==> src/rtl/p20_pkg.sv <==
//==============================================================================
// p20_pkg : shared state encoding and default timing for the button repeater
// Revision: 1.0
//==============================================================================
`default_nettype none

package p20_pkg;

  typedef enum logic [2:0] {
    IDLE       = 3'd0,
    PRESS_DB   = 3'd1,
    HELD_DELAY = 3'd2,
    REPEAT     = 3'd3,
    REL_DB     = 3'd4
  } chan_state_e;

  localparam int unsigned DEF_TICK_DIV           = 25000;
  localparam int unsigned DEF_DEBOUNCE_TICKS     = 10;
  localparam int unsigned DEF_REPEAT_DELAY_TICKS = 500;
  localparam int unsigned DEF_REPEAT_RATE_TICKS  = 100;

  function automatic int unsigned max3(input int unsigned a,
                                       input int unsigned b,
                                       input int unsigned c);
    int unsigned m;
    m = (a > b) ? a : b;
    return (m > c) ? m : c;
  endfunction

endpackage

`default_nettype wire

==> src/rtl/p20_button_channel.sv <==
//==============================================================================
// p20_button_channel : one button -- 2-FF sync, debounce, typematic repeat
// Revision: 1.0
//==============================================================================
`default_nettype none

module p20_button_channel
  import p20_pkg::*;
#(
  parameter int unsigned DEBOUNCE_TICKS     = DEF_DEBOUNCE_TICKS,
  parameter int unsigned REPEAT_DELAY_TICKS = DEF_REPEAT_DELAY_TICKS,
  parameter int unsigned REPEAT_RATE_TICKS  = DEF_REPEAT_RATE_TICKS
) (
  input  logic clk,
  input  logic reset,
  input  logic tick,
  input  logic button,
  output logic inc,
  output logic held
);

  localparam int unsigned CNT_MAX = max3(DEBOUNCE_TICKS, REPEAT_DELAY_TICKS, REPEAT_RATE_TICKS);
  localparam int unsigned CNT_W   = $clog2(CNT_MAX + 1);

  localparam logic [CNT_W-1:0] DB_LIM   = CNT_W'(DEBOUNCE_TICKS);
  localparam logic [CNT_W-1:0] DLY_LIM  = CNT_W'(REPEAT_DELAY_TICKS);
  localparam logic [CNT_W-1:0] RATE_LIM = CNT_W'(REPEAT_RATE_TICKS);
  localparam logic [CNT_W-1:0] CNT_SAT  = '1;

  logic             sync1_q, sync2_q;
  chan_state_e      state_q, state_d;
  chan_state_e      ret_q, ret_d;
  logic [CNT_W-1:0] cnt_q, cnt_d;
  logic [CNT_W-1:0] cnt_inc;
  logic             inc_q, inc_d;
  logic             held_q, held_d;
  logic             sync;

  assign sync    = sync2_q;
  assign cnt_inc = (cnt_q == CNT_SAT) ? cnt_q : cnt_q + CNT_W'(1);

  always_ff @(posedge clk or posedge reset) begin
    if (reset) begin
      sync1_q <= 1'b0;
      sync2_q <= 1'b0;
      state_q <= IDLE;
      ret_q   <= IDLE;
      cnt_q   <= '0;
      inc_q   <= 1'b0;
      held_q  <= 1'b0;
    end else begin
      sync1_q <= button;
      sync2_q <= sync1_q;
      state_q <= state_d;
      ret_q   <= ret_d;
      cnt_q   <= cnt_d;
      inc_q   <= inc_d;
      held_q  <= held_d;
    end
  end

  always_comb begin
    state_d = state_q;
    ret_d   = ret_q;
    cnt_d   = cnt_q;
    inc_d   = 1'b0;
    held_d  = held_q;
    unique case (state_q)
      IDLE: begin
        if (sync) begin
          state_d = PRESS_DB;
          cnt_d   = '0;
        end
      end
      PRESS_DB: begin
        if (!sync) begin
          state_d = IDLE;
          cnt_d   = '0;
        end else if (tick) begin
          cnt_d = cnt_inc;
          if (cnt_inc >= DB_LIM) begin
            state_d = HELD_DELAY;
            cnt_d   = '0;
            inc_d   = 1'b1;
            held_d  = 1'b1;
          end
        end
      end
      HELD_DELAY: begin
        if (!sync) begin
          state_d = REL_DB;
          ret_d   = HELD_DELAY;
          cnt_d   = '0;
        end else if (tick) begin
          cnt_d = cnt_inc;
          if (cnt_inc >= DLY_LIM) begin
            state_d = REPEAT;
            cnt_d   = '0;
            inc_d   = 1'b1;
          end
        end
      end
      REPEAT: begin
        if (!sync) begin
          state_d = REL_DB;
          ret_d   = REPEAT;
          cnt_d   = '0;
        end else if (tick) begin
          cnt_d = cnt_inc;
          if (cnt_inc >= RATE_LIM) begin
            cnt_d = '0;
            inc_d = 1'b1;
          end
        end
      end
      REL_DB: begin
        // A bounce back high resumes the interrupted phase from a fresh count.
        if (sync) begin
          state_d = ret_q;
          cnt_d   = '0;
        end else if (tick) begin
          cnt_d = cnt_inc;
          if (cnt_inc >= DB_LIM) begin
            state_d = IDLE;
            cnt_d   = '0;
            held_d  = 1'b0;
          end
        end
      end
      default: begin
        state_d = IDLE;
        cnt_d   = '0;
      end
    endcase
  end

  assign inc  = inc_q;
  assign held = held_q;

endmodule

`default_nettype wire

==> src/rtl/p20_button_repeat.sv <==
//==============================================================================
// p20_button_repeat : shared ms prescaler feeding hour/minute button channels
// Revision: 1.0
//==============================================================================
`default_nettype none

module p20_button_repeat
  import p20_pkg::*;
#(
  parameter int unsigned TICK_DIV           = DEF_TICK_DIV,
  parameter int unsigned DEBOUNCE_TICKS     = DEF_DEBOUNCE_TICKS,
  parameter int unsigned REPEAT_DELAY_TICKS = DEF_REPEAT_DELAY_TICKS,
  parameter int unsigned REPEAT_RATE_TICKS  = DEF_REPEAT_RATE_TICKS
) (
  input  logic clk,
  input  logic reset,
  input  logic hour_button,
  input  logic minute_button,
  output logic hour_inc,
  output logic minute_inc,
  output logic hour_held,
  output logic minute_held,
  output logic tick
);

  // TICK_DIV >= 2 keeps tick low during reset and never high two cycles running.
  localparam int unsigned PS_W = $clog2(TICK_DIV);

  logic [PS_W-1:0] ps_q, ps_d;
  logic            tick_w;

  assign tick_w = (ps_q == PS_W'(TICK_DIV - 1));

  always_comb begin
    ps_d = ps_q + PS_W'(1);
    if (tick_w) ps_d = '0;
  end

  always_ff @(posedge clk or posedge reset) begin
    if (reset) ps_q <= '0;
    else       ps_q <= ps_d;
  end

  p20_button_channel #(
    .DEBOUNCE_TICKS     (DEBOUNCE_TICKS),
    .REPEAT_DELAY_TICKS (REPEAT_DELAY_TICKS),
    .REPEAT_RATE_TICKS  (REPEAT_RATE_TICKS)
  ) u_hour (
    .clk    (clk),
    .reset  (reset),
    .tick   (tick_w),
    .button (hour_button),
    .inc    (hour_inc),
    .held   (hour_held)
  );

  p20_button_channel #(
    .DEBOUNCE_TICKS     (DEBOUNCE_TICKS),
    .REPEAT_DELAY_TICKS (REPEAT_DELAY_TICKS),
    .REPEAT_RATE_TICKS  (REPEAT_RATE_TICKS)
  ) u_minute (
    .clk    (clk),
    .reset  (reset),
    .tick   (tick_w),
    .button (minute_button),
    .inc    (minute_inc),
    .held   (minute_held)
  );

  assign tick = tick_w;

endmodule

`default_nettype wire
==> config.mk <==
export PLATFORM = sky130hd
export DESIGN_NAME = p20_button_repeat
export DESIGN_NICKNAME = d
export VERILOG_FILES = /design/src/rtl/p20_pkg.sv /design/src/rtl/p20_button_channel.sv /design/src/rtl/p20_button_repeat.sv
export SDC_FILE = /design/constraint.sdc
export NUM_CORES = 1
export LEC_CHECK = 0
export BUFFER_PORTS_ARGS = -buffer_cell sky130_fd_sc_hd__buf_2
export CELL_PAD_IN_SITES_DETAIL_PLACEMENT = 0
export CELL_PAD_IN_SITES_GLOBAL_PLACEMENT = 1
export CORE_AREA = 2 2 115 89
export CTS_BUF_LIST = sky130_fd_sc_hd__clkbuf_16
export DETAILED_ROUTE_END_ITERATION = 10
export DIE_AREA = 0 0 117 91
export PLACE_DENSITY = 0.64
export SLEW_MARGIN = 0
export SYNTH_ARGS = -nofsm -noshare
export SYNTH_HDL_FRONTEND = slang
export SYNTH_SLANG_ARGS = --single-unit
==> constraint.sdc <==
create_clock -name clk -period 2.6 [get_ports clk]
set_input_delay 0.39 -clock clk [delete_from_list [all_inputs] [get_ports clk]]
set_output_delay 0.39 -clock clk [all_outputs]
set_load 0.02 [all_outputs]
==> metrics.md, run 1 <==
| Metric | Value |
|---|---|
| Vias in the first global route | `2699` |
| Final WL | `8.39 mm` |
| Pins Over Slew Limit | `0` |
| DR vias | `3012` |
| Commonest cells post-synth | `51 x dfrtp_1, 32 x nand2_1, 27 x a21oi_1` |
| Min-Delay Path Class | `in2async` |
| Antenna violations before repair | `0` |
| First-pass DRT Iterations | `5` |
| Worst slew pin tran | `557 ps` |
| Synth cell types | `66` |
| Crit Path Category | `reg2reg` |
| Slew HR | `62.7%` |
| Yosys top cell by area | `dfrtp_1` |
| Final nets | `412` |
| # DRC | `0` |
| Multi-input gate area | `1860 sq um` |
| Core Box Area | `9500 sq um` |
| Die span in x | `117 um` |
| Post-Place Cells | `530` |
| I/O Pins | `9` |
| Root Driver | `clkbuf_16` |
| PnR worst setup slack | `143 ps` |
| Die Ht | `roughly 91 um` |
| Clock buffer depth | `2` |
| Largest net degree at the start of global routing | `26` |
| YS warnings | `0` |
| Max cap viols | `0` |
| Most frequent cell after synthesis | `dfrtp_1` |
| Vias per cell | `5.60` |
| Clk sinks | `51` |
| Top cells by area, synth | `dfrtp_1 39%, a21oi_1 4.1%, nand2_1 3.7%` |
| Avg Cell Area, Syn | `8.67 sq um` |
| Synthesized flop and latch total | `around 50` |
| Fmax | `407 MHz` |
| Die ar. | `between 10000 and 15000 sq um` |
| H-tree depth | `2` |
| Reg area | `approximately 1300 sq um` |
| Place WS | `approximately 59 ps` |
| Global Route Usage Sum | `17.1%` |
| Setup crit end kind | `flop` |
| Initial Utilization | `34.6%` |
| Dpl hpwl | `6.20 mm` |
| CTS tree | `done` |
| Design area | `around 3800 sq um` |
| Peak VDD IR | `between 0.3 and 0.4 mV` |
| GRT Max-Usage Layer | `met1` |
| Rows | `31` |
| Wire per inst | `15.6 um` |
| Met2 Use GR | `20.8%` |
| Final worst-path cycle share | `94.5%` |
| Period minus WS final | `2460 ps` |
| PnR Total Power | `about 1.7 mW` |
| Ratio of cells with drive above 1 in the final layout | `19.7%` |
| Hold-fix buffers, CTS | `0` |
| Total CTS buffers | `5` |
| Async SR Flop Fraction | `100%` |
| Placement Cell Area | `between 3000 and 4000 sq um` |
| Synth-to-Final Area Change | `16.1%` |
| Worst-path clk slew | `70 ps` |
| Non-filler cells, final | `538` |
| Number of fill cells | `959` |
| Arrival @ worst endpoint | `2650 ps` |
| Grt met3 use | `3.40%` |
| Met1 Usage GRT | `~29%` |
| Synthesized Nets | `386` |
| Share of the synthesized area in the top cell type | `38.9%` |
| Grt ovf | `0` |
| Power Dens Cells | `between 400 and 500 nW/um^2` |
| Clk Latency, worst-skew pair | `300 ps` |
| Synthesized area | `3280 sq um` |
| First-pass GRT wire length | `14.3 mm` |
| Register area share after synthesis | `around 40%` |
| Status | `finished clean` |
| Post-synthesis cell count | `379` |
| Diodes inserted | `0` |
| # port buffers | `8` |
| Crit start category | `flop` |
| TNS Setup | `0 ps` |
| Critical path fanouts, max | `7` |
| Final setup vio count | `0` |
| Pleak | `1.63 nW` |
| CP required | `approximately 2800 ps` |
| Post-CTS setup buffer count | `0` |
| Setup repair after global routing missed its margin | `false` |
| Most used DFF post-synth | `dfrtp_1` |
| Post-synth EDFFs | `0` |
| Gpl congestion | `around 0.84` |
| Clock skew | `8.61 ps` |
| Number of routed nets with antenna violations | `0` |
| Final Hold Viols | `0` |
| Initial detailed-routing violation count | `172` |
==> routing by layer <==
metal,vias to the layer above,part of all wire (%)
li1,1470,-
met1,1450,56
met2,84,37
met3,8,5.4
met4,0,1.1
met5,-,0
==> cell usage in the layout, fill, tap and decap left out, types with 4 or more instances in the layout <==
cell / netlist / routed
o21ai_0: 23 / 23
inv_1: 8 / 7
nand3_1: 17 / 17
xnor2_1: 4 / 4
o22ai_1: 4 / 4
o21ai_1: 8 / 7
and2_1: 5 / 5
a31oi_1: 6 / 6
nor2_1: 26 / 26
xor2_1: 9 / 9
clkbuf_16: 0 / 5
nor2b_1: 4 / 4
buf_2: 4 / 7
dfrtp_1: 51 / 51
o2111ai_1: 4 / 4
nand4_1: 13 / 13
or2_2: 4 / 4
buf_4: 0 / 37
nand3b_1: 7 / 7
o21ai_2: 3 / 4
a21oi_1: 27 / 27
nand2_1: 32 / 32
a41o_1: 4 / 4
and3_1: 8 / 8
nor3_1: 8 / 7
a21o_1: 9 / 9
o211ai_1: 10 / 10
==> critical path, stage by stage (launching register included) <==
cell      delay (ps)
dfrtp_1          480
nand4_1          290
nor4b_1          420
a31oi_1          110
a211oi_2         330
buf_4            160
nor4_1            40
buf_4            160
o21a_1           160
a41o_1           200
==> worst paths after layout <==
path / slack, ps / cells past startpoint / start / to
worst max-delay path: 140 / 9 / u_minute.cnt_q[3] / u_minute.cnt_q[8]
worst min-delay path: 130 / 2 / reset / u_minute.state_q[1]
worst max register to register: 140 / 9 / u_minute.cnt_q[3] / u_minute.cnt_q[8]
worst min register to register: 350 / 0 / u_minute.sync1_q / u_minute.sync
max in group asynchronous: 1870 / 3 / reset / u_hour.cnt_q[8]
min in group clk: 190 / 1 / hour_button / u_hour.sync1_q
==> flip-flops by register name, summed over array words and instances (netlist names), 2 cells and up <==
register,flops
u_hour.cnt_q,9
u_hour.ret_q,2
u_minute.cnt_q,9
u_minute.state_q,3
ps_q,15
u_hour.state_q,3
u_minute.ret_q,2
==> what timing repair did <==
item	in CTS	in global routing
setup endpoints to repair	1	18
pin swaps	0	5
resized for setup	1	7
==> power by group <==
part           internal [mW]  switching, mW  total, mW  leakage (nW)
sequential             0.806         0.0190      0.825         0.685
combinational         0.0960          0.158      0.254         0.870
clock                  0.352          0.298      0.650        0.0733
==> area by class of cell <==
class	instances	share of cell area, %
clock inverters	3	0.394
well taps	132	4.33
flip-flops and latches	51	33.5
multi-input cells	293	48.9
repair buffers	45	8.60
clock buffers	5	3.28
inverters	9	1.02
==> through the flow <==
step | utilization, % | hold WS [ps]
after floorplan | - | 331
after global placement | 38.3 | 332
after detailed placement | 38.3 | 337
after CTS | 39.8 | 151
after global routing | 40.1 | 181
final | 40.1 | 128
==> cells by family after synthesis <==
kind of cell,after synthesis,synth area share (%)
and+or+nand+nor,146,24.0
AOI/OAI and AO/OA,124,25.3
DFF,51,38.9
buffers and inverters,35,5.03
xor gates and xnor gates,13,3.47
muxes,7,2.29
adders and majority gates,3,1.14
No activity file was read; power rests on OpenSTA's default activity.
==> run 2, diff against run 1 <==
--- a/config.mk
+++ b/config.mk
@@ -12,7 +12,7 @@
 export CTS_BUF_LIST = sky130_fd_sc_hd__clkbuf_16
 export DETAILED_ROUTE_END_ITERATION = 10
 export DIE_AREA = 0 0 117 91
-export PLACE_DENSITY = 0.64
+export PLACE_DENSITY = 0.62
 export SLEW_MARGIN = 0
 export SYNTH_ARGS = -nofsm -noshare
 export SYNTH_HDL_FRONTEND = slang
==> constraint.sdc (replaced) <==
create_clock -name clk -period 2.95 [get_ports clk]
set_input_delay 0.4425 -clock clk [delete_from_list [all_inputs] [get_ports clk]]
set_output_delay 0.4425 -clock clk [all_outputs]
set_load 0.02 [all_outputs]
==> run 2 against run 1 <==
Against the previous run:
- final cell count down 5.2%
- combinational power down 34%
- total power is 13% lower
- core utilization decreased by 2.4 points
- critical endpoint is now tick
==> metrics.md, run 2 (synthesis results as in run 1) <==
| Metric | Value |
|---|---|
| Status | `finished clean` |
| H-tree depth | `2 (unchanged)` |
| First-pass DRT Iterations | `5 (unchanged)` |
| Biggest regs | `ps_q (15), u_hour.cnt_q (9), u_minute.cnt_q (9)` |
| Slew HR | `57.2% (-5.5 points)` |
| Final setup vio count | `0 (unchanged)` |
| Ratio of cells with drive above 1 in the final layout | `13.2% (-6.5 points)` |
| Clock buffer depth | `2 (unchanged)` |
| CP required | `2510 ps (-280 ps)` |
| Diodes inserted | `0 (unchanged)` |
| PnR worst setup slack | `254 ps (+112 ps)` |
| Post-Place Cells | `502 (-5.3%)` |
| Rows | `31 (unchanged)` |
| First-pass GRT wire length | `13.4 mm (-6.6%)` |
| Worst-path clk slew | `70 ps (about the same)` |
| Setup crit end kind | `output port` |
| R2r setup slk | `270 ps (+130 ps)` |
| CTS tree | `done` |
| Worst Reg2Reg Path Length in Cells | `7 (-2)` |
| Min-Delay Path Class | `in2async` |
| Final WL | `7.77 mm (-7.4%)` |
| Max cap viols | `0 (unchanged)` |
| Arrival @ worst endpoint | `2250 ps (-400 ps)` |
| Vias in the first global route | `2585 (-4.2%)` |
| Final nets | `384 (-6.8%)` |
| Setup repair after global routing missed its margin | `false` |
| Hold_ws | `169 ps (+41.1 ps)` |
| Pleak | `1.48 nW (-9.3%)` |
| Post-cts resize count | `0 (-1)` |
| Period minus WS final | `2700 ps` |
| Gpl congestion | `0.886 (+5.0%)` |
| Worst reg2reg endpoint | `u_hour.cnt_q[6]` |
| Worst slew pin tran | `638 ps (+81.0 ps)` |
| Largest net degree at the start of global routing | `31 (+19%)` |
| Pins Over Slew Limit | `0 (unchanged)` |
| Dpl hpwl | `5.54 mm (-11%)` |
| Fmax | `approximately 370 MHz` |
| Total CTS buffers | `5 (unchanged)` |
| Initial detailed-routing violation count | `169 (-1.7%)` |
| Global Route Usage Sum | `15.8% (-1.2 points)` |
| Worst flop-to-flop path startpoint | `ps_q[6]` |
| Non-filler cells, final | `510 (-5.2%)` |
| Most frequent cells in the layout | `51 x dfrtp_1, 32 x nand2_1, 27 x a21oi_1` |
| Clk Latency, worst-skew pair | `300 ps (about the same)` |
| Final worst-path cycle share | `91.4%` |
| Crit Path Category | `reg2out` |
| Power Dens Cells | `419 nW/um^2 (-7.6%)` |
| Die Ht | `91 um (unchanged)` |
| Peak VDD IR | `0.215 mV (-36%)` |
| Place WS | `67.0 ps (+8.02 ps)` |
| Commonest non-fill, non-tap cell in the layout | `dfrtp_1` |
| Grt ovf | `0 (unchanged)` |
| Critical path fanouts, max | `21 (+14)` |
| Clk sinks | `51 (unchanged)` |
| Hold-fix buffers, CTS | `0 (unchanged)` |
| Antenna violations before repair | `0 (unchanged)` |
| Wire per inst | `15.2 um (-2.3%)` |
| Post-CTS setup buffer count | `0 (unchanged)` |
| Most flop-heavy register | `ps_q` |
| Core Box Area | `9500 sq um (unchanged)` |
| Vias per cell | `5.52 (-1.4%)` |
| DR vias | `2814 (-6.6%)` |
| Synth-to-Final Area Change | `9.26%` |
| Number of routed nets with antenna violations | `0 (unchanged)` |
| Root Driver | `clkbuf_16` |
| # DRC | `0 (unchanged)` |
| I/O Pins | `9 (unchanged)` |
| Die span in x | `117 um (unchanged)` |
| Initial Utilization | `34.6% (unchanged)` |
| Crit start category | `flop` |
| Die ar. | `10600 sq um (unchanged)` |
| Final Hold Viols | `0 (unchanged)` |
| TNS Setup | `0 ps (unchanged)` |
| Clock skew | `11.6 ps (+2.98 ps)` |
| # port buffers | `8 (unchanged)` |
| Number of flip-flops in the largest register | `15 (unchanged)` |
-- run 2: routing by layer --
| metal | global-route usage, % | vias up | wire length, um |
|---|---|---|---|
| met5 | 0 | - | 0 |
| met1 | 26.3 | 1333 | 4230 |
| li1 | - | 1408 | - |
| met2 | 20.3 | 64 | 3040 |
| met4 | 3.82 | 0 | 89 |
| met3 | 3.07 | 9 | 409 |
-- run 2: critical path, cell delays in order, from the launching register on --
cell	delay (ps)
dfrtp_1	430
or4_1	510
or4_4	630
inv_6	190
buf_2	200
-- run 2: report_power, final --
group / switching, mW / internal [mW] / total, mW
Combinational: 0.106 / 0.0601 / 0.167
Sequential: 0.0366 / 0.710 / 0.747
Clock: 0.274 / 0.318 / 0.592
-- run 2: worst max-delay path by stage --
| stage | cells past startpoint | slack, ps | end | startpoint |
|---|---|---|---|---|
| floorplan | 10 | 540 | u_minute.cnt_q[8] | ps_q[4] |
| global placement | 8 | 120 | u_minute.cnt_q[2] | u_minute.cnt_q[0] |
| detailed placement | 7 | 70 | u_hour.cnt_q[6] | ps_q[4] |
| CTS | 4 | 40 | tick | ps_q[4] |
| global route | 7 | 130 | u_hour.cnt_q[6] | ps_q[4] |
| finish | 4 | 250 | tick | ps_q[6] |
-- run 2: per-stage QoR --
stage	power (mW)	area, sq um	utilization, %
2_1_floorplan	0.884	3280	-
3_3_place_gp	0.928	3430	36.1
3_5_place_dp	0.926	3430	36.1
4_1_cts	1.53	3580	37.7
5_1_grt	1.59	3590	37.8
6_report	1.50	3590	37.8
-- run 2: final cells by class --
type / count / area, sq um
Tap cell: 132 / 165
Fill cell: 947 / 5910
Inverter: 9 / 38.8
Sequential cell: 51 / 1280
Multi-Input combinational cell: 293 / 1850
Clock buffer: 5 / 125
Timing Repair Buffer: 17 / 108
Clock inverter: 3 / 23.8
